[config.mk]
export PLATFORM = sky130hd
export DESIGN_NAME = sevenseg_capture
export DESIGN_NICKNAME = d
export VERILOG_FILES = /design/src/rtl/sevenseg_pkg.sv /design/src/rtl/sevenseg_digit_filter.sv /design/src/rtl/sevenseg_capture.sv
export SDC_FILE = /design/constraint.sdc
export NUM_CORES = 1
export LEC_CHECK = 0
export ABC_AREA = 1
export CAP_MARGIN = 5
export CELL_PAD_IN_SITES_DETAIL_PLACEMENT = 0
export CELL_PAD_IN_SITES_GLOBAL_PLACEMENT = 2
export CORE_MARGIN = 2
export CORE_UTILIZATION = 32
export DETAILED_ROUTE_END_ITERATION = 6
export GPL_TIMING_DRIVEN = 0
export PLACE_DENSITY_LB_ADDON = 0.1
export SYNTH_ARGS = -nofsm -noshare
export SYNTH_HDL_FRONTEND = slang
export SYNTH_SLANG_ARGS = --single-unit
export TNS_END_PERCENT = 5
[constraint.sdc]
create_clock -name clock -period 2.1 [get_ports clock]
set_input_delay 0.42 -clock clock [delete_from_list [all_inputs] [get_ports clock]]
set_output_delay 0.42 -clock clock [all_outputs]
set_load 0.02 [all_outputs]
[src/rtl/sevenseg_pkg.sv]
// Shared constants and pattern decoder for the seven-segment capture.
// Segment patterns are in {A,B,C,D,E,F,G} order, active-high.
package sevenseg_pkg;

  localparam logic [6:0] SEG_0 = 7'b1111110;
  localparam logic [6:0] SEG_1 = 7'b0110000;
  localparam logic [6:0] SEG_2 = 7'b1101101;
  localparam logic [6:0] SEG_3 = 7'b1111001;
  localparam logic [6:0] SEG_4 = 7'b0110011;
  localparam logic [6:0] SEG_5 = 7'b1011011;
  localparam logic [6:0] SEG_6 = 7'b1011111;
  localparam logic [6:0] SEG_7 = 7'b1110010;
  localparam logic [6:0] SEG_8 = 7'b1111111;
  localparam logic [6:0] SEG_9 = 7'b1111011;

  localparam int POS_MIN2 = 3;
  localparam int POS_MIN1 = 2;
  localparam int POS_SEC2 = 1;
  localparam int POS_SEC1 = 0;

  typedef struct packed {
    logic       ok;
    logic [3:0] val;
  } dec_t;

  function automatic dec_t seg_decode(
    input logic [6:0] p
  );
    dec_t d;
    d = '{ok: 1'b1, val: 4'd0};
    case (p)
      SEG_0:   d.val = 4'd0;
      SEG_1:   d.val = 4'd1;
      SEG_2:   d.val = 4'd2;
      SEG_3:   d.val = 4'd3;
      SEG_4:   d.val = 4'd4;
      SEG_5:   d.val = 4'd5;
      SEG_6:   d.val = 4'd6;
      SEG_7:   d.val = 4'd7;
      SEG_8:   d.val = 4'd8;
      SEG_9:   d.val = 4'd9;
      default: d.ok  = 1'b0;
    endcase
    return d;
  endfunction

endpackage

[src/rtl/sevenseg_digit_filter.sv]
// Per-position debounce: needs STABLE_SCANS identical decodes to load.
// Ports: good/bad sample strobes, value, clr; digit, seen, change.
module sevenseg_digit_filter
  import sevenseg_pkg::*;
#(
  parameter int STABLE_SCANS = 2
) (
  input  logic       clock,
  input  logic       reset,
  input  logic       good,
  input  logic       bad,
  input  logic       clr,
  input  logic [3:0] value,
  output logic [3:0] digit,
  output logic       seen,
  output logic       change
);

  localparam logic [3:0] LIM = 4'(STABLE_SCANS);

  logic [3:0] cand, cand_n;
  logic [3:0] cnt, cnt_n;
  logic       hit;

  always_comb begin
    cand_n = cand;
    cnt_n  = cnt;
    hit    = 1'b0;
    change = 1'b0;
    if (good) begin
      if (value == cand) begin
        cnt_n = (cnt == LIM) ? LIM : cnt + 4'd1;
      end else begin
        cand_n = value;
        cnt_n  = 4'd1;
      end
      hit    = (cnt_n == LIM);
      change = hit && (cand_n != digit);
    end else if (bad) begin
      cnt_n = 4'd0;
    end else if (clr) begin
      // lost scanning breaks the run of identical decodes
      cnt_n = 4'd0;
    end
  end

  always_ff @(posedge clock or negedge reset) begin
    if (!reset) begin
      cand  <= 4'd0;
      cnt   <= 4'd0;
      seen  <= 1'b0;
      digit <= 4'd0;
    end else begin
      cand <= cand_n;
      cnt  <= cnt_n;
      if (hit)
        seen <= 1'b1;
      else if (clr)
        seen <= 1'b0;
      if (change)
        digit <= cand_n;
    end
  end

endmodule

[src/rtl/sevenseg_capture.sv]
// Rebuilds the four BCD digits shown by a multiplexed 7-seg driver.
// Ports: Digit4..1 enables, LedA..G segments; digits, valid, pulses.
module sevenseg_capture
  import sevenseg_pkg::*;
#(
  parameter int SEG_LAG      = 1,
  parameter int STABLE_SCANS = 2,
  parameter int TIMEOUT      = 1024
) (
  input  logic       clock,
  input  logic       reset,
  input  logic       Digit4,
  input  logic       Digit3,
  input  logic       Digit2,
  input  logic       Digit1,
  input  logic       LedA,
  input  logic       LedB,
  input  logic       LedC,
  input  logic       LedD,
  input  logic       LedE,
  input  logic       LedF,
  input  logic       LedG,
  output logic [3:0] min2nd,
  output logic [3:0] min1st,
  output logic [3:0] sec2nd,
  output logic [3:0] sec1st,
  output logic       valid,
  output logic       update,
  output logic       err_multi,
  output logic       err_seg,
  output logic       timeout
);

  localparam logic [15:0] TMO = 16'(TIMEOUT);

  // stage 0 is the input register; SEG_LAG more follow
  logic [3:0] en_pipe [0:SEG_LAG];
  logic [6:0] seg_r;
  logic [3:0] en;
  dec_t       dec;
  logic       onehot, multi, good, bad;
  logic [15:0] tcnt, tcnt_n;
  logic       tmo_hit;
  logic [3:0] dig [4];
  logic [3:0] seen;
  logic [3:0] chg;

  always_ff @(posedge clock or negedge reset) begin
    if (!reset) begin
      for (int k = 0; k <= SEG_LAG; k++)
        en_pipe[k] <= 4'd0;
      seg_r <= 7'd0;
    end else begin
      en_pipe[0] <= {Digit4, Digit3, Digit2, Digit1};
      for (int k = 1; k <= SEG_LAG; k++)
        en_pipe[k] <= en_pipe[k-1];
      seg_r <= {LedA, LedB, LedC, LedD, LedE, LedF, LedG};
    end
  end

  assign en     = en_pipe[SEG_LAG];
  assign dec    = seg_decode(seg_r);
  assign onehot = (en != 4'd0) && ((en & (en - 4'd1)) == 4'd0);
  assign multi  = (en != 4'd0) && !onehot;
  assign good   = onehot && dec.ok;
  assign bad    = onehot && !dec.ok;

  always_comb begin
    tcnt_n = tcnt;
    if (good)
      tcnt_n = 16'd0;
    else if (tcnt != TMO)
      tcnt_n = tcnt + 16'd1;
  end

  assign tmo_hit = !good && (tcnt_n == TMO);

  for (genvar i = 0; i < 4; i++) begin : g_pos
    sevenseg_digit_filter #(
      .STABLE_SCANS(STABLE_SCANS)
    ) u_flt (
      .clock  (clock),
      .reset  (reset),
      .good   (good && en[i]),
      .bad    (bad && en[i]),
      .clr    (tmo_hit),
      .value  (dec.val),
      .digit  (dig[i]),
      .seen   (seen[i]),
      .change (chg[i])
    );
  end

  assign min2nd = dig[POS_MIN2];
  assign min1st = dig[POS_MIN1];
  assign sec2nd = dig[POS_SEC2];
  assign sec1st = dig[POS_SEC1];

  always_ff @(posedge clock or negedge reset) begin
    if (!reset) begin
      tcnt      <= 16'd0;
      timeout   <= 1'b0;
      valid     <= 1'b0;
      update    <= 1'b0;
      err_multi <= 1'b0;
      err_seg   <= 1'b0;
    end else begin
      tcnt      <= tcnt_n;
      err_multi <= multi;
      err_seg   <= bad;
      update    <= |chg;
      if (good)
        timeout <= 1'b0;
      else if (tmo_hit)
        timeout <= 1'b1;
      valid <= (&seen) && !timeout;
    end
  end

endmodule

* Yosys cells after proc, flatten, opt, wreduce, memory -nomap -nowiden
Cells that the tools add are included.
** Storage, ports and cells
- Register bits after elaboration :: 88
- Bits in latches :: 0
- Bits in writable memories :: 0
- ROM bits :: 0
- Input port bits :: 13
- Word-level logic and storage cells :: 148
- Memories :: 0
** Cells by class
- Add/subtract/negate cells :: 6
- Multiply operators :: 0
- Div/mod/pow operators :: 0
- $lt $le $gt $ge :: 0
- Equality and inequality tests :: 28
- Shift-type cells :: 0
- Muxes and demuxes :: 52
- Bitwise logic cells :: 1
- Reduce and logical (&&, ||, !) cells :: 36
** Operator list (number)
- 2-to-1 mux 4 bit :: 33
- equality test 7 bit, second input constant :: 8
- case mux 4 bit (9 select lines) :: 1
- equality test 4 x 2 -> 1 bit, second input constant :: 8
- 2-to-1 mux 16 bit :: 2
- logical AND 1 bit :: 18
- adder 16 x 1 -> 16 bit, second input constant :: 1
- adder 4 x 1 -> 4 bit, second input constant :: 4
- equality test 16 x 11 -> 1 bit, second input constant :: 1
- equality test 4 bit :: 4
- 2-to-1 mux 1 bit :: 16
- inequality test 16 x 11 -> 1 bit, second input constant :: 1
- inequality test 4 bit :: 4
- equality test 7 x 6 -> 1 bit, second input constant :: 2
- nonzero test 3 bit :: 4
- nonzero test 2 bit :: 5
- OR reduction 10 bit :: 1
- bitwise AND 4 bit :: 1
- zero test 1 bit :: 4
- zero test 4 bit :: 1
- AND reduction 4 bit :: 1
- nonzero test 4 bit :: 1
- OR reduction 4 bit :: 1
- subtractor 4 x 1 -> 4 bit, second input constant :: 1

* Logic depth before layout (Yosys ltp)
Gate-level depths: netlist of the first run.
- Depth after elaboration :: 11
- Mapped depth :: 16
- Mapped depth without buffers :: 15

* Modules after synthesis
From an unflattened synthesis of the first run, not the netlist that was laid out.
** Unflattened totals
- Cells, all modules :: 623
- Area, all modules :: 4929.7 µm²
** Modules (own cells, without submodules)
- sevenseg_digit_filter :: instances 4, cells each 94, area an instance 755.7 µm², sequential area each 325.3 µm²
- sevenseg_capture :: instances 1, cells each 247, area an instance 1906.8 µm², sequential area each 900.9 µm²

* Worst setup path after synthesis of the first run
No wires, ideal clock.
- Kind :: flip-flop to flip-flop
- Start point :: register seg_r[4]
- End point :: register g_pos[1].u_flt.digit[1]
- Library setup time :: 0.121 ns
- Arrival time :: 1.824 ns
- Setup slack :: 0.155 ns
- Stages on the path, launching flop included :: 14
- Clock period less this slack :: 1.945 ns
- Path through :: dfrtp_1 -> buf_2 -> nand2_1 -> nor2_2 -> nand3_2 -> buf_2 -> xor2_1 -> nand3_1 -> nor2_4 -> nand3_2 -> nor2_2 -> nand2_2 -> nand2_1 -> o21ai_1
** Between the ends
- Cells in the longest elaborated chain, start to end :: 8
- Elaborated cells between the ends (all ways) :: 25
- Those cells by class :: 13 x eq/ne; 8 x mux; 4 x reduce/logical
** RTL lines
- start, declared :: RTL line sevenseg_capture.sv:38 : logic [6:0] seg_r;
- start signal, assigned :: RTL line sevenseg_capture.sv:57 : seg_r <= {LedA, LedB, LedC, LedD, LedE, LedF, LedG};
- equality test 7 bit or equality test 7 x 6 -> 1 bit (tied branches) :: RTL line sevenseg_pkg.sv:31 : case (p)
- case mux 4 bit (9 select lines) :: RTL line sevenseg_pkg.sv:31
- equality test 4 bit :: RTL line sevenseg_digit_filter.sv:31 : if (value == cand) begin
- 2-to-1 mux 4 bit :: RTL line sevenseg_digit_filter.sv:31
- 2-to-1 mux 4 bit :: RTL line sevenseg_digit_filter.sv:30 : if (good) begin
- equality test 4 x 2 -> 1 bit or inequality test 4 bit (tied branches) :: RTL line sevenseg_digit_filter.sv:37, sevenseg_digit_filter.sv:38
- logical AND 1 bit :: RTL line sevenseg_digit_filter.sv:38 : change = hit && (cand_n != digit);
- 2-to-1 mux 1 bit :: RTL line sevenseg_digit_filter.sv:30
- end signal, assigned :: RTL line sevenseg_digit_filter.sv:61 : digit <= cand_n;
- end, declared :: RTL line sevenseg_digit_filter.sv:14 : output logic [3:0] digit,
Several ways; a longest one is shown, not always the timed one. The select of a mux whose other input is x is not followed.
A chain may end at the register's enable or synchronous reset.

* Worst setup path in the final report of the first run
- Start point :: register seg_r[6]
- End point :: register g_pos[1].u_flt.digit[2]
Same word-level chain as after synthesis.

==> run_results.csv, run 1 <==
group,metric,value,unit
detailed_routing,drc,0,
placement,place_congestion,0.775,
timing,post-route-period-util,105,%
floorplanning,start_util,33.0,%
timing,max_freq,455,MHz
grt,antenna_found_initial,0,
layout,fillers,1449,
timing,max_slew_margin,70.2,%
status,run_status,"finished with violations",
synth,yosys-top-cells-area,"dfrtp_1 46%, nand2_1 14%, nand3_1 6.2%, inv_1 5.6%, nor2_1 3.9%",
setup_path,critPathMostFrequentCell,"nor2_4",
timing,rsz0062_at_grt,"yes",
synth,yosys_most_used_dff,"dfrtp_1",
synth,ys_types,31,
power_and_ir_drop,irDropWorstVdd,0.494,mV
synth,avgSynthCellArea,7.87,um2
detailed_routing,drtPass1Iterations,4,
grt,grt_pass1_wl,20900,um
placement,dpl-instance-area,0.00542,mm2
setup_path,cpPeakStageDelay,460,ps
clock_tree,cts_root_buffer,"clkbuf_16",
timing,setup-violations-final,31,
synth,ys_ff_latch,88,
timing,clock_skew,7.15,ps
power_and_ir_drop,p_leak,3.16,nW
setup_path,end_kind,"flip-flop",
clock_tree,clk_latency,350,ps
detailed_routing,drtAntennaViolNets,0,
synth,ys_async_sr_fraction,100,%
timing,worst_slack,-99.2,ps
placement,place_inst,832,
synth,synth_top_area_share,45.6,%
timing,worstMarginPinSlew,443,ps
synth,syn_area,0.00483,mm2
floorplanning,coreArea,0.0146,mm2
floorplanning,num_rows,44,
flow_run,drv_cap,0,
clock_tree,htreeDepth,3,
clock_tree,clkTransAtPathRegs,70,ps
detailed_routing,vias,4124,
placement,pre_cts_slack,-470,ps
layout,area_delta_synth_final,32.8,%
setup_path,worst_ep_arrival_time,2440,ps
clock_tree,cts_tree,"built",
setup_path,cp-start-kind,"flip-flop",
layout,nNetsFinal,714,
setup_path,cp_cell_sequence,"inv_2 > nand3_1 > nor2_2 > nor2_4 > buf_4 > nand3_1 > nand3_2 > nor2_4 > nand3_4 > nor2_4 > nand2_4 > nand2_1 > o21ai_1",
synth,synth_edf_count,0,
floorplanning,die_h,127,um
synth,yosys_warnings,0,
detailed_routing,dr.first_iter.drc_count,208,
timing,period_needed,2200,ps
synth,syn-instance-count,614,
layout,drive_gt1_share,24.0,%
timing,hold_slack,358,ps
layout,seqCellArea,0.00221,mm2
detailed_routing,vias_per_cell,4.69,
timing,hold_viol_final,0,
layout,postLayoutCellArea,0.00641,mm2
grt,grt_max_degree,66,
detailed_routing,totalWireLength,12500,um
clock_tree,cts_buffers,9,
timing,report.final.slew_viol_count,0,
grt,grt_overflow,0,
floorplanning,io_pins,34,
layout,multi_input_area,0.00271,mm2
status,violations,"negative setup slack",
clock_tree,cts_max_path_buffers,2,
clock_tree,clock_sinks,88,
synth,yosysMostFrequentCell,"nand2_1",
grt,grt_pass1_vias,4170,
setup_path,path_class,"flip-flop to flip-flop",
placement,dp_hpwl,8500,um
timing,finalSetupTns,-1070,ps
min_path,hold_path.class,"flip-flop to flip-flop",
synth,ys_seq_area_share,45.6,%
synth,ys_top_cells_by_count,"184 x nand2_1, 88 x dfrtp_1, 72 x inv_1, 60 x nand3_1, 50 x nor2_1",
power_and_ir_drop,power_density,685,mW/mm2
grt,track_usage,16.4,%
synth,mappedNetlistNets,637,
layout,fin_util,43.8,%
layout,insertedDiodeCount,0,
setup_path,cp_max_fo,8,
layout,final_cells,880,
setup_path,worstPathRequired,2340,ps
detailed_routing,post_drt_wl_per_cell,14.2,um
power_and_ir_drop,p_total,4.40,mW
synth,synth_top_area_cell,"dfrtp_1",
floorplanning,chipWidth,127,um
setup_path,slowest_stage,"dfrtp_2",
placement,port_buffers,33,
floorplanning,fp.dieArea,0.0161,mm2
[kinds of logic after synthesis]
family	Yosys count	share of synthesized area, %
AO/OA/AOI/OAI	47	5.41
XOR/XNOR	31	5.62
adder cells (fa/ha/maj)	10	2.59
buffers and inverters	83	6.78
flip-flops	88	45.6
AND/OR/NAND/NOR	355	34.0
[timing repair]
action / 4_1_cts / 5_1_grt
pin swaps: 26 / 31
gates cloned: 2 / 0
hold buffers: 1 / 0
endpoints found under the hold margin: 23 / 0
resized for setup: 70 / 46
setup buffers: 20 / 10
setup endpoints to repair: 48 / 50
[path summary, 6_finish.rpt]
kind / slack [ps] / cells past startpoint / from / end
setup / recovery: -100 / 13 / seg_r[6]$_DFF_PN0_ / g_pos[1].u_flt.digit[2]$_DFFE_PN0P_
hold / removal: 360 / 0 / en_pipe[7]$_DFF_PN0_ / en[3]$_DFF_PN0_
setup reg to reg: -100 / 13 / seg_r[6]$_DFF_PN0_ / g_pos[1].u_flt.digit[2]$_DFFE_PN0P_
hold reg to reg: 360 / 0 / en_pipe[7]$_DFF_PN0_ / en[3]$_DFF_PN0_
max in group asynchronous: 930 / 3 / reset / g_pos[1].u_flt.cand[0]$_DFF_PN0_
min in group asynchronous: 530 / 2 / reset / tcnt[4]$_DFF_PN0_
[cell usage in the layout, fill, tap and decap left out, types with 4 or more instances in the layout]
master           count
xor2_1              19
inv_1               67
o21ai_1              8
nand2_1            164
nand2_4              7
nor2_1              32
o21ai_0             19
nor2_2              13
inv_2                7
o21a_1               5
nand3_1             46
nand2_2             19
dfrtp_2              6
a21oi_1             11
nand3_4              9
nor2_4              24
dfrtp_1             82
clkbuf_16            9
nand4_1             18
clkinvlp_4           4
nand3_2             15
ha_1                 9
buf_4               31
clkdlybuf4s50_1     32
xnor2_1             10
[critical path: cells and delay by family (launching register included)]
family / cells / cell delay, ps
and+or+nand+nor: 10 / 1320
AOI/OAI and AO/OA: 1 / 60
buffers and inverters: 2 / 250
DFF: 1 / 460
[routing by layer]
layer  share of wire, %  GRT usage (%)  routed length [um]
met5                  0              0                   0
met4               0.96           3.56                 120
met3                3.5           4.09                 437
met2                 47           26.2                5870
met1                 49           22.6                6060
[cell type report]
class,instances,share of cell area [%]
tap,184,3.59
sequential,88,34.4
clock buffer,12,4.00
timing repair buffer,65,9.40
buffer,5,0.878
multi-input combinational,445,42.2
clock inverter,4,0.819
inverter,77,4.64
[sequential cells by signal (all words and copies together) (netlist names)]
register	flops
en	4
en_pipe	4
err_multi	1
err_seg	1
g_pos.u_flt.cand	16
g_pos.u_flt.cnt	16
g_pos.u_flt.digit	16
g_pos.u_flt.seen	4
seg_r	7
tcnt	16
timeout	1
update	1
valid	1
[power by group]
group,internal (mW),switching (mW)
Sequential,1.80,0.133
Combinational,0.324,0.458
Clock,0.988,0.695
No activity file was read; power rests on OpenSTA's default activity.
==> run 2: changes to the inputs <==
--- a/config.mk
+++ b/config.mk
@@ -6,7 +6,7 @@
 export NUM_CORES = 1
 export LEC_CHECK = 0
 export ABC_AREA = 1
-export CAP_MARGIN = 5
+export CAP_MARGIN = 20
 export CELL_PAD_IN_SITES_DETAIL_PLACEMENT = 0
 export CELL_PAD_IN_SITES_GLOBAL_PLACEMENT = 2
 export CORE_MARGIN = 2
==> results of run 2 <==
No change in the layout: final DEF, timing and power equal those of run 1.
